## src/rtl/fetch_ctrl_if.sv

```systemverilog
// SRAM-like instruction bus between the fetch controller (master) and instruction memory (slave).
interface fetch_ctrl_if;
  logic        inst_req;
  logic [31:0] inst_addr;
  logic        inst_addr_ok;
  logic        inst_data_ok;
  logic [31:0] inst_rdata;

  modport master (
    output inst_req,
    output inst_addr,
    input  inst_addr_ok,
    input  inst_data_ok,
    input  inst_rdata
  );

  modport slave (
    input  inst_req,
    input  inst_addr,
    output inst_addr_ok,
    output inst_data_ok,
    output inst_rdata
  );
endinterface

```

## src/rtl/fetch_ctrl.sv

```systemverilog
// Instruction-fetch controller: owns the fetch PC, keeps one request outstanding on the
// instruction bus and holds the returned word for decode, applying branch and exception redirects.
module fetch_ctrl #(
  parameter logic [31:0] RESET_PC = 32'hbfc00000
) (
  input  logic         clk,
  input  logic         rst,
  input  logic         stall_i,
  input  logic         branch_flag_i,
  input  logic [31:0]  branch_target_address_i,
  input  logic         exc_flag_i,
  input  logic [31:0]  exc_target_i,
  fetch_ctrl_if.master bus,
  output logic         inst_valid_o,
  output logic [31:0]  inst_o,
  output logic [31:0]  inst_pc_o
);

  typedef enum logic [1:0] {
    S_REQ     = 2'd0,
    S_WAIT    = 2'd1,
    S_DISCARD = 2'd2
  } state_e;

  state_e      state_q, state_d;
  logic [31:0] pc_q, pc_d;
  logic [31:0] req_pc_q, req_pc_d;
  logic        valid_q, valid_d;
  logic [31:0] inst_q, inst_d;
  logic [31:0] inst_pc_q, inst_pc_d;
  logic        br_pend_q, br_pend_d;
  logic [31:0] br_tgt_q, br_tgt_d;
  logic [31:0] br_slot_q, br_slot_d;

  logic        consume;
  logic        accept;
  logic [31:0] slot_pc;

  assign consume = valid_q && !stall_i;
  assign slot_pc = inst_pc_q + 32'd4;

  // A new request only goes out when the buffer it will land in is free by the time data returns.
  assign bus.inst_req  = rst && (state_q == S_REQ) && (!valid_q || !stall_i);
  assign bus.inst_addr = pc_q;
  assign accept        = bus.inst_req && bus.inst_addr_ok;

  assign inst_valid_o = valid_q;
  assign inst_o       = inst_q;
  assign inst_pc_o    = inst_pc_q;

  always_comb begin
    state_d   = state_q;
    pc_d      = pc_q;
    req_pc_d  = req_pc_q;
    valid_d   = valid_q;
    inst_d    = inst_q;
    inst_pc_d = inst_pc_q;
    br_pend_d = br_pend_q;
    br_tgt_d  = br_tgt_q;
    br_slot_d = br_slot_q;

    if (consume) begin
      valid_d = 1'b0;
    end

    unique case (state_q)
      S_REQ: begin
        if (accept) begin
          state_d  = S_WAIT;
          req_pc_d = pc_q;
          if (br_pend_q && (pc_q == br_slot_q)) begin
            pc_d      = br_tgt_q;
            br_pend_d = 1'b0;
          end else begin
            pc_d = pc_q + 32'd4;
          end
        end
      end
      S_WAIT: begin
        if (bus.inst_data_ok) begin
          state_d   = S_REQ;
          valid_d   = 1'b1;
          inst_d    = bus.inst_rdata;
          inst_pc_d = req_pc_q;
        end
      end
      S_DISCARD: begin
        if (bus.inst_data_ok) begin
          state_d = S_REQ;
        end
      end
      default: state_d = S_REQ;
    endcase

    // Delay slot already issued (earlier or in this very cycle): redirect now, nothing to remember.
    if (consume && branch_flag_i) begin
      if ((pc_q == slot_pc + 32'd4) || (accept && (pc_q == slot_pc))) begin
        pc_d = branch_target_address_i;
      end else begin
        br_pend_d = 1'b1;
        br_tgt_d  = branch_target_address_i;
        br_slot_d = slot_pc;
      end
    end

    if (exc_flag_i) begin
      pc_d      = exc_target_i;
      valid_d   = 1'b0;
      inst_d    = inst_q;
      inst_pc_d = inst_pc_q;
      br_pend_d = 1'b0;
      unique case (state_q)
        S_REQ:     state_d = accept ? S_DISCARD : S_REQ;
        S_WAIT:    state_d = bus.inst_data_ok ? S_REQ : S_DISCARD;
        S_DISCARD: state_d = bus.inst_data_ok ? S_REQ : S_DISCARD;
        default:   state_d = S_REQ;
      endcase
    end
  end

  always_ff @(posedge clk or negedge rst) begin
    if (!rst) begin
      state_q   <= S_REQ;
      pc_q      <= RESET_PC;
      req_pc_q  <= RESET_PC;
      valid_q   <= 1'b0;
      inst_q    <= 32'd0;
      inst_pc_q <= 32'd0;
      br_pend_q <= 1'b0;
      br_tgt_q  <= 32'd0;
      br_slot_q <= 32'd0;
    end else begin
      state_q   <= state_d;
      pc_q      <= pc_d;
      req_pc_q  <= req_pc_d;
      valid_q   <= valid_d;
      inst_q    <= inst_d;
      inst_pc_q <= inst_pc_d;
      br_pend_q <= br_pend_d;
      br_tgt_q  <= br_tgt_d;
      br_slot_q <= br_slot_d;
    end
  end

endmodule

```

## src/flat_wrapper.sv

```systemverilog
// flat-port wrapper written by rule: the top's interface ports become plain ports
module fetch_ctrl_flat 
#(
  parameter logic [31:0] RESET_PC = 32'hbfc00000
)
  (clk, rst, stall_i, branch_flag_i, branch_target_address_i, exc_flag_i, exc_target_i, inst_valid_o, inst_o, inst_pc_o, bus_inst_req, bus_inst_addr, bus_inst_addr_ok, bus_inst_data_ok, bus_inst_rdata);
  fetch_ctrl_if bus_i ();
  input  logic clk;
  input  logic rst;
  input  logic stall_i;
  input  logic branch_flag_i;
  input  logic [31:0] branch_target_address_i;
  input  logic exc_flag_i;
  input  logic [31:0] exc_target_i;
  output logic inst_valid_o;
  output logic [31:0] inst_o;
  output logic [31:0] inst_pc_o;
  output wire logic [$bits(bus_i.inst_req)-1:0] bus_inst_req;
  output wire logic [$bits(bus_i.inst_addr)-1:0] bus_inst_addr;
  input wire logic [$bits(bus_i.inst_addr_ok)-1:0] bus_inst_addr_ok;
  input wire logic [$bits(bus_i.inst_data_ok)-1:0] bus_inst_data_ok;
  input wire logic [$bits(bus_i.inst_rdata)-1:0] bus_inst_rdata;
  assign bus_inst_req = bus_i.inst_req;
  assign bus_inst_addr = bus_i.inst_addr;
  assign bus_i.inst_addr_ok = bus_inst_addr_ok;
  assign bus_i.inst_data_ok = bus_inst_data_ok;
  assign bus_i.inst_rdata = bus_inst_rdata;
  fetch_ctrl #(.RESET_PC(RESET_PC)) u_core (.clk(clk), .rst(rst), .stall_i(stall_i), .branch_flag_i(branch_flag_i), .branch_target_address_i(branch_target_address_i), .exc_flag_i(exc_flag_i), .exc_target_i(exc_target_i), .bus(bus_i), .inst_valid_o(inst_valid_o), .inst_o(inst_o), .inst_pc_o(inst_pc_o));
endmodule
```

## config.mk

```make
export PLATFORM = sky130hd
export DESIGN_NAME = fetch_ctrl_flat
export DESIGN_NICKNAME = d
export VERILOG_FILES = /design/src/rtl/fetch_ctrl_if.sv /design/src/rtl/fetch_ctrl.sv /design/src/flat_wrapper.sv
export SDC_FILE = /design/constraint.sdc
export NUM_CORES = 1
export LEC_CHECK = 0
export BUFFER_PORTS_ARGS = -buffer_cell sky130_fd_sc_hd__clkbuf_2
export CAP_MARGIN = 20
export CORE_ASPECT_RATIO = 0.8
export CORE_MARGIN = 1
export CORE_UTILIZATION = 40
export CTS_CLUSTER_SIZE = 14
export DETAILED_ROUTE_END_ITERATION = 16
export PLACE_DENSITY = 0.64
export SYNTH_ARGS = -nofsm -noshare
export SYNTH_HDL_FRONTEND = slang
export SYNTH_SLANG_ARGS = --single-unit
```

## constraint.sdc

```tcl
create_clock -name clk -period 4.7 [get_ports clk]
set_clock_uncertainty 0.2 [all_clocks]
set_input_delay 1.175 -clock clk [delete_from_list [all_inputs] [get_ports clk]]
set_output_delay 1.175 -clock clk [all_outputs]
set_load 0.02 [all_outputs]
```

* After elaboration in Yosys (flattened, before gate mapping)
Cells that the tools add are included.
** Operators by class
- Equal/unequal tests :: 7
- Bitwise logic cells :: 2
- Multiplexer cells :: 23
- Reduce and logical (&&, ||, !) cells :: 17
- $add $sub $neg :: 3
** Operators with widths (count)
- $mux 32 :: 6
- $add 32x3->32 const B :: 3
- $eq 32x32->1 :: 3
- $mux 1 :: 10
- $mux 2 :: 5
- $pmux 2 s2 :: 2
- $logic_and 1x1->1 :: 7
- $reduce_and 2->1 :: 3
- $ne 3x1->1 const B :: 1
- $ne 3x2->1 const B :: 1
- $reduce_and 3->1 :: 1
- $eq 2x1->1 const B :: 1
- $eq 2x2->1 const B :: 1
- $logic_not 1->1 :: 2
- $logic_not 2->1 :: 1
- $logic_or 1x1->1 :: 2
- $not 1->1 :: 2
- $reduce_or 2->1 :: 1
** Word-level totals
- Output and inout bits :: 98
- Input bits :: 103
- Flip-flop bits (word level) :: 196

* Depth between registers and ports, before layout
Gate-level depths: netlist of run 1.
- Word-level depth :: 9
- Mapped depth :: 17

* Worst setup path after synthesis of run 1
OpenSTA, ideal clock, no wires.
- Kind :: register to register
- Start :: register u_core.inst_pc_q[3], in the netlist u_core.inst_pc_o[3]
- End :: register u_core.br_slot_q[0]
- Setup slack :: 0.274 ns
- Stages on the path, launching flop included :: 16
- Clock period less this slack :: 4.426 ns
- Arrival :: 4.101 ns
- Path through :: dfrtp_1 > ha_1 > buf_2 > nand3_1 > or4_1 > a22oi_1 > nand4_1 > or4_4 > o41ai_2 > nand3_1 > nor4_1 > o2111ai_1 > buf_4 > nand2_8 > buf_12 > mux2_4
** Between the ends
- Cells in the longest elaborated chain, start to end :: 6
- Elaborated cells between the ends (all ways) :: 8
- Classes of those cells :: add/sub (2); eq/ne (2); bitwise (1); reduce/logical (3)
** RTL lines
- from (decl) :: line fetch_ctrl.sv:30 : logic [31:0] inst_pc_q, inst_pc_d;
- from (signal assigned) :: line fetch_ctrl.sv:138 : inst_pc_q <= inst_pc_d;
- $add 32x3->32 * :: line fetch_ctrl.sv:40 : assign slot_pc = inst_pc_q + 32'd4;
- $add 32x3->32 / $eq 32x32->1 (equally long branches) :: line fetch_ctrl.sv:97 : if ((pc_q == slot_pc + 32'd4) || (accept && (pc_q == slot_pc))) begin
- $eq 32x32->1 / $logic_and 1x1->1 (equally long branches) :: line fetch_ctrl.sv:97
- $logic_or 1x1->1 * :: line fetch_ctrl.sv:97
- $not 1->1 (no source line) *
- $reduce_and 2->1 (no source line) *
- to (signal assigned) :: line fetch_ctrl.sv:141 : br_slot_q <= br_slot_d;
- to (decl) :: line fetch_ctrl.sv:33 : logic [31:0] br_slot_q, br_slot_d;
Every way passes the cells marked *; elsewhere a longest branch is shown, timed or not.
A chain may end at the register's enable or synchronous reset.

* Worst setup path in the final report of run 1
- Start :: register u_core.inst_pc_q[3], in the netlist u_core.inst_pc_o[3]
- End :: register u_core.br_slot_q[6]
** Between the ends
- Cells in the longest elaborated chain, start to end :: 6
- Elaborated cells between the ends (all ways) :: 8
- Classes of those cells :: add/sub (2); eq/ne (2); bitwise (1); reduce/logical (3)
** RTL lines (line)
- $add 32x3->32 * :: fetch_ctrl.sv:40
- $add 32x3->32 / $eq 32x32->1 (equally long branches) :: fetch_ctrl.sv:97
- $eq 32x32->1 / $logic_and 1x1->1 (equally long branches) :: fetch_ctrl.sv:97
- $logic_or 1x1->1 :: fetch_ctrl.sv:97
- $not 1->1 (no source line)
- $reduce_and 2->1 (no source line)
Marked as above.

==> results of run 1 <==
per-stage QoR:
stage / power (uW) / hold slack, ns / TNS [ns] / instances
after floorplan: 4590 / 0.238 / 0 / 1332
after global placement: 5640 / 0.247 / 0 / 1913
after detailed placement: 5690 / 0.247 / 0 / 1913
after CTS: 7340 / 0.260 / 0 / 1945
after global routing: 7770 / 0.274 / -1.05 / 1971
final: 7360 / 0.257 / 0 / 1971
worst min-delay path: stages, from the launching register on:
cell	delay, ns
dfstp_2	0.37
nand2_1	0.05
nand2_1	0.04
report_power, final:
| group | leakage, uW | internal (uW) | total [uW] | switching [uW] |
|---|---|---|---|---|
| sequential | 0.00246 | 2260 | 2780 | 521 |
| clock | 0.000312 | 866 | 1620 | 753 |
| combinational | 0.00413 | 1270 | 2960 | 1680 |
| total | 0.00691 | 4400 | 7360 | 2960 |
cell type report:
cell class              count  share of cell area
multi-input cells        1006               0.468
flip-flops and latches    196               0.326
repair buffers            301               0.123
well taps                 413              0.0342
clock buffers              17              0.0282
clock inverters            15              0.0142
inverters                  23             0.00572
worst paths after layout:
path	start	endpoint	cells after the start	slack, ns
min in group asynchronous	rst	u_core.req_pc_q[2]$_DFFE_PN0P_	2	0.72
max reg2reg	u_core.inst_pc_o[3]$_DFFE_PN0P_	u_core.br_slot_q[6]$_DFFE_PN0P_	14	0.09
max in group asynchronous	rst	u_core.inst_pc_o[31]$_DFFE_PN0P_	3	2.40
min reg2reg	u_core.req_pc_q[25]$_DFFE_PN1P_	u_core.req_pc_q[25]$_DFFE_PN1P_	2	0.26
min	u_core.req_pc_q[25]$_DFFE_PN1P_	u_core.req_pc_q[25]$_DFFE_PN1P_	2	0.26
max	u_core.inst_pc_o[3]$_DFFE_PN0P_	u_core.br_slot_q[6]$_DFFE_PN0P_	14	0.09
kinds of logic after synthesis:
logic type,count (synthesis)
buf+inv,130
compound gates,260
simple gates,502
mux,137
fa+ha+maj,6
flops,196
xor+xnor,101
state kept, by name, summed over array words and instances, names as in the netlist:
register	count
u_core.br_slot_q	32
u_core.br_tgt_q	32
u_core.bus.inst_addr	32
u_core.inst_o	32
u_core.inst_pc_o	32
u_core.req_pc_q	32
u_core.state_q	2
u_core.br_pend_q	1
u_core.inst_valid_o	1
cells in the final DEF, fill, tap and decap left out, types with 25 or more instances in the layout:
| cell | count |
|---|---|
| a21oi_1 | 68 |
| a31oi_1 | 27 |
| buf_4 | 92 |
| clkbuf_2 | 199 |
| dfrtp_1 | 177 |
| mux2_2 | 68 |
| mux2_4 | 48 |
| nand2_1 | 185 |
| nand3_1 | 51 |
| nand4_1 | 25 |
| nor2_1 | 88 |
| nor3_1 | 27 |
| o21ai_0 | 48 |
| xnor2_1 | 37 |
| xor2_1 | 56 |
per-layer routing:
metal,share of wire,vias to the layer above
met4,0.016,0
li1,-,5220
met5,0,-
met3,0.090,58
met1,0.45,5697
met2,0.44,551
what timing repair did:
action / in CTS / in global routing
endpoints found under the setup margin: 0 / 94
setup buffers: 0 / 25
gates resized for setup: 0 / 21
hold endpoints to repair: 0 / 0
==> impl_metrics.json, run 1 <==
{
  "yosys-top-cells-count": "187 x nand2_1, 178 x dfrtp_1, 89 x nor2_1, 77 x clkbuf_1",
  "synth_nets": 1441,
  "hpwl_um": 30200,
  "finalHoldViolCount": 0,
  "synth_top_flop_cell": "dfrtp_1",
  "synth.most_common_cell": "nand2_1",
  "cts_max_level": 4,
  "synth_adder_area_share": 0.00602,
  "critical_path.max_fanout": 16,
  "areaGrowthSynthToFinish_pct": 21.1,
  "fin_util": 0.495,
  "crit_slowest_cell": "or4_4",
  "routabilityCongestion": 0.938,
  "crit_top_cell": "buf_12",
  "dieArea_um2": 31900,
  "vias_per_cell": 5.85,
  "finalCritPeriodShare": 0.982,
  "register_area_um2": 4930,
  "fp.dieH_um": 160,
  "cts_sinks": 196,
  "syn_inst": 1332,
  "cts_hold_buf": 0,
  "drtIter0Drc": 989,
  "route.detailed.drc": 0,
  "crit_path_cell_trace": "nand4_1 > buf_4 > or4_4 > or3_4 > a221oi_4 > o2111ai_2 > or4_1 > a21o_1 > a21oi_1 > o2111ai_4 > nand2_8 > buf_12 > buf_12 > mux2_4",
  "place_area_um2": 14200,
  "status": "completed",
  "yosysTopAreaCell": "dfrtp_1",
  "worst-path-buf-inv": 3,
  "layout_min_cycle_time_ns": 4.61,
  "start_util": 0.409,
  "cp_data_required_time_ns": 4.85,
  "grt.total_usage": 0.262,
  "drive_above_1_share": 0.325,
  "endpoint_kind": "flop",
  "fin_area_um2": 15100,
  "dieWidth_um": 199,
  "globalRouteOverflowTotal": 0,
  "fin_ws_ns": 0.0861,
  "ctsLongestPathBuffers": 2,
  "clk_pin_slew_ns": 0.08,
  "num_vias": 11526,
  "cp_top_family": "simple AND/OR/NAND/NOR gates",
  "p_leak_uw": 0.00691,
  "gr-usage-met3": 0.0612,
  "synth-xor-area-share": 0.0790,
  "first_pass_iters": 5,
  "cts_buffers": 17,
  "synth_edf_count": 0,
  "min_path_type": "flop to flop",
  "fill_cells": 2993,
  "synth-compound-area-share": 0.139,
  "cp.arrival_ns": 4.76,
  "synth_top_family_by_area": "simple AND/OR/NAND/NOR gates",
  "grt_use_met2": 0.385,
  "clk_latency_ns": 0.46,
  "wire_per_inst_um": 21.4,
  "grt_pass1_vias": 10948,
  "max-slew-margin-rel": 0.298,
  "cts_root_buf": "clkbuf_16",
  "ios": 201,
  "maxCapViolations": 0,
  "tightest_slew_ns": 1.05,
  "worstSetupPathType": "flop to flop",
  "slowest_delay_ns": 0.53,
  "antenna_found_initial": 1,
  "synth-simple-area-share": 0.197,
  "multi_input_area_um2": 7070,
  "cts_tree": "done",
  "yosys_warnings": 0,
  "grt_pass1_wl_um": 63400,
  "busiest_layer": "met2",
  "ant_nets": 0,
  "setup.worst_path.start_class": "flop",
  "yosys-top-cells-area": "dfrtp_1 36%, mux2_2 6.1%, mux2_4 5.8%, nand2_1 5.6%, xor2_1 4.0%",
  "synth.area.mux_share": 0.136,
  "slew_viol_final": 0,
  "gr-usage-met1": 0.382,
  "core-area_um2": 30500,
  "synth-seq-area-share": 0.395,
  "nNetsFinal": 1654,
  "portBuffers": 200,
  "rows": 57,
  "routed_wl_um": 42100,
  "max_clock_freq_ghz": 0.217,
  "ys_types": 78,
  "setup_viol": 0,
  "synth.avg_cell_area_um2": 9.37,
  "netlist.area_leader.share": 0.357,
  "pre_cts_ws_ns": 0.0850,
  "synth-seq-cells": 196,
  "diodes": 0,
  "ir_worst_vdd_mv": 0.331,
  "synth-async-reset-ratio": 1.00,
  "syn_area_um2": 12500,
  "grt_max_degree": 91,
  "power_density_nw_per_um2": 487
}
Power figures use the tool's default switching activity.
==> run 2: changes to the inputs <==
--- a/config.mk
+++ b/config.mk
@@ -7,7 +7,6 @@
 export LEC_CHECK = 0
 export BUFFER_PORTS_ARGS = -buffer_cell sky130_fd_sc_hd__clkbuf_2
 export CAP_MARGIN = 20
-export CORE_ASPECT_RATIO = 0.8
 export CORE_MARGIN = 1
 export CORE_UTILIZATION = 40
 export CTS_CLUSTER_SIZE = 14
==> constraint.sdc (replaced) <==
create_clock -name clk -period 4.7 [get_ports clk]
set_clock_uncertainty 0.2 [all_clocks]
set_input_delay 1.175 -clock clk [delete_from_list [all_inputs] [get_ports clk]]
set_output_delay 1.175 -clock clk [all_outputs]
set_load 0.01 [all_outputs]
==> run 2 against run 1 <==
  * Worst hold slack is essentially flat
  * Design area shrank 2.3%
  * Maximum frequency grew 1.6%
  * Utilization shrank 1.4 points
  * Wire length shrank 8.1%
  * Critical path depth shrank 2
  * Sequential share of layout area grew 0.75 points
  * Global-route usage shrank 1.4 points
  * Count of clock-buffer cells in the layout grew 4
==> impl_metrics.json, run 2 (synthesis gave the netlist of run 1 again) <==
{
  "ctsLongestPathBuffers": 2,
  "gr-usage-met3": 0.0437,
  "maxCapViolations": 0,
  "drive_above_1_share": 0.305,
  "route.detailed.drc": 0,
  "fp.dieH_um": 179,
  "holdWs_ns": 0.257,
  "layout_common_cells": "199 x clkbuf_2, 185 x nand2_1, 178 x dfrtp_1",
  "nNetsFinal": 1622,
  "fin_area_um2": 14800,
  "dieArea_um2": 31900,
  "cts_max_level": 4,
  "p_total_uw": 7000,
  "cts_sinks": 196,
  "routed_wl_um": 38700,
  "cp_data_required_time_ns": 4.83,
  "cts_tree": "done",
  "dieWidth_um": 179,
  "hpwl_um": 28000,
  "grt_max_degree": 139,
  "grt_pass1_wl_um": 60700,
  "vias_per_cell": 5.75,
  "fin_ws_ns": 0.159,
  "areaGrowthSynthToFinish_pct": 18.3,
  "min_path_type": "flop to flop",
  "cts_hold_buf": 0,
  "slew_viol_final": 0,
  "max-slew-margin-rel": 0.341,
  "cts_root_buf": "clkbuf_16",
  "rows": 64,
  "routabilityCongestion": 0.933,
  "first_pass_iters": 5,
  "portBuffers": 200,
  "ir_worst_vdd_mv": 0.206,
  "cp-startpoint": "u_core.inst_pc_o[16]$_DFFE_PN0P_",
  "tightest_slew_ns": 0.988,
  "grt.total_usage": 0.248,
  "clk_pin_slew_ns": 0.08,
  "cp.arrival_ns": 4.67,
  "layout_min_cycle_time_ns": 4.54,
  "wire_per_inst_um": 20.1,
  "clk_latency_ns": 0.45,
  "finalHoldViolCount": 0,
  "status": "completed",
  "globalRouteOverflowTotal": 0,
  "pre_cts_ws_ns": 0.176,
  "max_clock_freq_ghz": 0.220,
  "setup.worst_path.start_class": "flop",
  "worstSetupPathType": "flop to flop",
  "ant_nets": 0,
  "mostFrequentLayoutCell": "clkbuf_2",
  "place_area_um2": 14100,
  "core-area_um2": 30700,
  "p_leak_uw": 0.00673,
  "num_vias": 11049,
  "diodes": 0,
  "grt_use_met2": 0.375,
  "antenna_found_initial": 1,
  "cts_buffers": 17,
  "grt_pass1_vias": 10716,
  "endpoint_kind": "flop",
  "busiest_layer": "met2",
  "setup_viol": 0,
  "critical_path.max_fanout": 16,
  "start_util": 0.407,
  "finalCritPeriodShare": 0.966,
  "hp-start": "u_core.req_pc_q[31]$_DFFE_PN1P_",
  "power_density_nw_per_um2": 474,
  "drtIter0Drc": 995,
  "gr-usage-met1": 0.359,
  "ios": 201,
  "r2r-start": "u_core.inst_pc_o[16]$_DFFE_PN0P_"
}
==> run 2: cell count changes in the layout (fill, tap and decap cells not counted), moves of 2 or more <==
cell / change
clkinvlp_4: +4
or4_1: +3
inv_8: -4
buf_6: -2
clkbuf_8: +3
nor2_2: +2
or4_4: -3
clkinv_8: -2
buf_4: -30
==> run 2: critical path, cell delays in order, from the launching register on <==
cell	delay (ns)
dfrtp_1	0.45
nand4_1	0.19
or4_1	0.68
or3_4	0.41
a221oi_4	0.38
o2111ai_1	0.23
or4_1	0.51
a21o_1	0.17
a21oi_1	0.22
o2111ai_4	0.24
nand2_8	0.20
buf_12	0.20
mux2_2	0.34
==> run 2: power by group <==
part	switching (uW)	total [uW]	internal, uW	leakage (uW)
Clock	693	1580	884	0.000288
Combinational	1430	2670	1240	0.00397
Sequential	486	2750	2260	0.00247
Total	2600	7000	4390	0.00673
==> run 2: layout make-up <==
cell class / instances / area (um^2)
Clock buffer: 21 / 470
Fill cell: 2883 / 15900
Timing Repair Buffer: 269 / 1610
Multi-Input combinational cell: 1006 / 7020
Sequential cell: 196 / 4930
Clock inverter: 11 / 150
Tap cell: 396 / 495
Inverter: 23 / 86.3
==> run 2: layer usage <==
metal,part of all wire,routed length [um]
met2,0.45,17500
met4,0.020,777
met3,0.075,2900
met1,0.45,17500
met5,0.00034,13
==> run 2: path summary, 6_finish.rpt <==
path,end,slack [ns],cells past startpoint
max in group asynchronous,u_core.br_tgt_q[25]$_DFFE_PN0P_,2.30,3
worst min register to register,u_core.req_pc_q[31]$_DFFE_PN1P_,0.26,2
worst max-delay path,u_core.br_tgt_q[18]$_DFFE_PN0P_,0.16,12
worst min-delay path,u_core.req_pc_q[31]$_DFFE_PN1P_,0.26,2
min in group asynchronous,u_core.inst_o[27]$_DFFE_PN0P_,0.77,2
worst max register to register,u_core.br_tgt_q[18]$_DFFE_PN0P_,0.16,12
==> run 2: repair_timing <==
action	in CTS	in global routing
resized for setup	0	7
endpoints found under the setup margin	0	75
buffers inserted	0	2
==> run 2: per-stage QoR <==
step,cells,utilization,TNS [ns]
after floorplan,1332,-,0
after global routing,1922,0.481,-0.0166
final,1922,0.481,0
after global placement,1887,0.459,0
after detailed placement,1887,0.459,0
after CTS,1919,0.479,0
==> run 3: changes to the inputs <==
--- a/config.mk
+++ b/config.mk
@@ -9,9 +9,11 @@
 export CAP_MARGIN = 20
 export CORE_MARGIN = 1
 export CORE_UTILIZATION = 40
+export CTS_CLUSTER_DIAMETER = 80
 export CTS_CLUSTER_SIZE = 14
 export DETAILED_ROUTE_END_ITERATION = 16
-export PLACE_DENSITY = 0.64
+export HOLD_SLACK_MARGIN = 0.1
+export PLACE_DENSITY = 0.66
 export SYNTH_ARGS = -nofsm -noshare
 export SYNTH_HDL_FRONTEND = slang
 export SYNTH_SLANG_ARGS = --single-unit
==> constraint.sdc (replaced) <==
create_clock -name clk -period 3.98 [get_ports clk]
set_clock_uncertainty 0.2 [all_clocks]
set_input_delay 0.995 -clock clk [delete_from_list [all_inputs] [get_ports clk]]
set_output_delay 0.995 -clock clk [all_outputs]
set_load 0.01 [all_outputs]
==> run 3 against run 2 <==
  * The flow now finishes with violations (negative setup slack)
  * Power increased by 28%
  * Utilization increased by 5.5 points
  * First-iteration DRC count increased by 12%
  * Combinational power increased by 44%
  * Non-clock buffer count increased by 133
  * Design area increased by 11%
  * Largest cell class unchanged
  * Worst hold slack got worse by 0.0011 ns
==> impl_metrics.json, run 3 (synthesis gave the netlist of run 1 again) <==
{
  "max-slew-margin-rel": 0.378,
  "routed_wl_um": 42100,
  "cts_root_buf": "clkbuf_16",
  "p_leak_uw": 0.00758,
  "clk_pin_slew_ns": 0.07,
  "critical_path.max_fanout": 6,
  "core-area_um2": 30700,
  "maxCapViolations": 0,
  "routabilityCongestion": 0.890,
  "dieWidth_um": 179,
  "route.detailed.drc": 0,
  "grt.total_usage": 0.266,
  "cts_sinks": 196,
  "pre_cts_ws_ns": -0.401,
  "dieArea_um2": 31900,
  "ir_worst_vdd_mv": 0.278,
  "setup.worst_path.start_class": "flop",
  "clk_latency_ns": 0.46,
  "globalRouteOverflowTotal": 0,
  "cp-startpoint": "u_core.inst_pc_o[3]$_DFFE_PN0P_",
  "max_clock_freq_ghz": 0.232,
  "endpoint_kind": "flop",
  "drtIter0Drc": 1110,
  "status": "complete, but fails checks",
  "cts_buffers": 17,
  "cts_hold_buf": 0,
  "mostFrequentLayoutCell": "clkbuf_2",
  "holdWs_ns": 0.256,
  "slew_viol_final": 0,
  "layoutNonFillerInstCount": 2055,
  "fin_ws_ns": -0.338,
  "finalHoldViolCount": 0,
  "r2r-start": "u_core.inst_pc_o[3]$_DFFE_PN0P_",
  "tightest_slew_ns": 0.930,
  "min_path_type": "flop to flop",
  "ant_nets": 0,
  "fp.dieH_um": 179,
  "rsz0062_at_grt": "yes",
  "wire_per_inst_um": 20.5,
  "power_density_nw_per_um2": 546,
  "vias_per_cell": 5.72,
  "cts_max_level": 4,
  "hpwl_um": 29900,
  "failed_checks": "negative setup slack",
  "pwr-share-comb": 0.429,
  "grt_pass1_wl_um": 64200,
  "p_switching_uw": 3320,
  "internal_power_uw": 5660,
  "num_vias": 11747,
  "start_util": 0.407,
  "rows": 64,
  "p_clk_frac": 0.214,
  "ctsLongestPathBuffers": 2,
  "grt_pass1_vias": 11176,
  "cts_tree": "done",
  "antenna_found_initial": 1,
  "first_pass_iters": 6,
  "areaGrowthSynthToFinish_pct": 31.8,
  "ios": 201,
  "drive_above_1_share": 0.397,
  "nNetsFinal": 1755,
  "layout_min_cycle_time_ns": 4.32,
  "rr_worst_depth": 17,
  "dp.cells": 2005,
  "finalCritPeriodShare": 1.08,
  "layout_common_cells": "199 x clkbuf_2, 184 x nand2_1, 176 x buf_4",
  "portBuffers": 200,
  "seqPwrFrac": 0.357,
  "worstSetupEndpoint": "u_core.bus.inst_addr[29]$_DFF_PN1_",
  "r2r_slack_ns": -0.34,
  "cp.arrival_ns": 4.50,
  "setup_viol": 96,
  "cp_data_required_time_ns": 4.16,
  "worstSetupPathType": "flop to flop",
  "r2r_end": "u_core.bus.inst_addr[29]$_DFF_PN1_",
  "grt_max_degree": 129,
  "diodes": 0,
  "power_switching_share": 0.370
}
-- run 3: cell type report --
class	count	area [um^2]
timing repair buffer	402	2810
fill	2723	14200
inverter	23	86.3
clock buffer	21	460
tap	396	495
multi-input combinational	1006	7470
sequential	196	4940
clock inverter	11	175
-- run 3: stage by stage --
stage	TNS, ns	instance area (um^2)	total power, uW	util
final	-22.84	16400	8970	0.536
after global routing	-38.69	16400	9470	0.536
after CTS	-17.29	16200	8860	0.529
after detailed placement	-30.14	15100	6860	0.491
after global placement	-28.63	15100	6770	0.491
after floorplan	-0.0772	12600	5220	-
-- run 3: metal layers --
| layer | share of wire | up-vias | GRT usage |
|---|---|---|---|
| met3 | 0.074 | 79 | 0.0435 |
| li1 | - | 5425 | - |
| met5 | 0.00040 | - | 0 |
| met2 | 0.45 | 538 | 0.408 |
| met4 | 0.026 | 2 | 0.0918 |
| met1 | 0.45 | 5703 | 0.376 |
-- run 3: power groups by stage --
stage | Sequential [uW] | Combinational, uW | Clock [uW]
after detailed placement | 3200 | 3660 | 0
after global routing | 3290 | 4170 | 2020
after CTS | 3180 | 3750 | 1930
after global placement | 3180 | 3590 | 0
final | 3200 | 3850 | 1920
after floorplan | 3300 | 1910 | 0
-- run 3: timing repair --
| item | CTS | global route |
|---|---|---|
| pin swaps | 12 | 7 |
| buffers inserted | 10 | 3 |
| endpoints found under the setup margin | 97 | 97 |
| resized for setup | 61 | 30 |
| gates cloned | 5 | 1 |
-- run 3: worst min path at each step --
stage | cells past startpoint | to | from | slack, ns
after global routing | 2 | u_core.req_pc_q[22]$_DFFE_PN1P_ | u_core.req_pc_q[22]$_DFFE_PN1P_ | 0.27
final | 2 | u_core.req_pc_q[23]$_DFFE_PN1P_ | u_core.req_pc_q[23]$_DFFE_PN1P_ | 0.26
after floorplan | 2 | u_core.req_pc_q[22]$_DFFE_PN1P_ | u_core.req_pc_q[22]$_DFFE_PN1P_ | 0.24
after CTS | 2 | u_core.req_pc_q[23]$_DFFE_PN1P_ | u_core.req_pc_q[23]$_DFFE_PN1P_ | 0.26
after global placement | 2 | u_core.req_pc_q[22]$_DFFE_PN1P_ | u_core.req_pc_q[22]$_DFFE_PN1P_ | 0.25
after detailed placement | 2 | u_core.req_pc_q[23]$_DFFE_PN1P_ | u_core.req_pc_q[23]$_DFFE_PN1P_ | 0.25
-- run 3: worst max-delay path, stage by stage, from the launching register on --
cell and delay, ns:
dfrtp_2 0.36, nand4_1 0.23, or4_4 0.59, or3_4 0.41, a221oi_4 0.35, o211ai_1 0.18, buf_4 0.17, buf_4 0.12
buf_4 0.15, nor2_4 0.12, mux2i_2 0.26, o41ai_4 0.13, o2111ai_4 0.17, buf_6 0.20, buf_12 0.15, buf_16 0.14
nor2_2 0.04, a311o_1 0.26
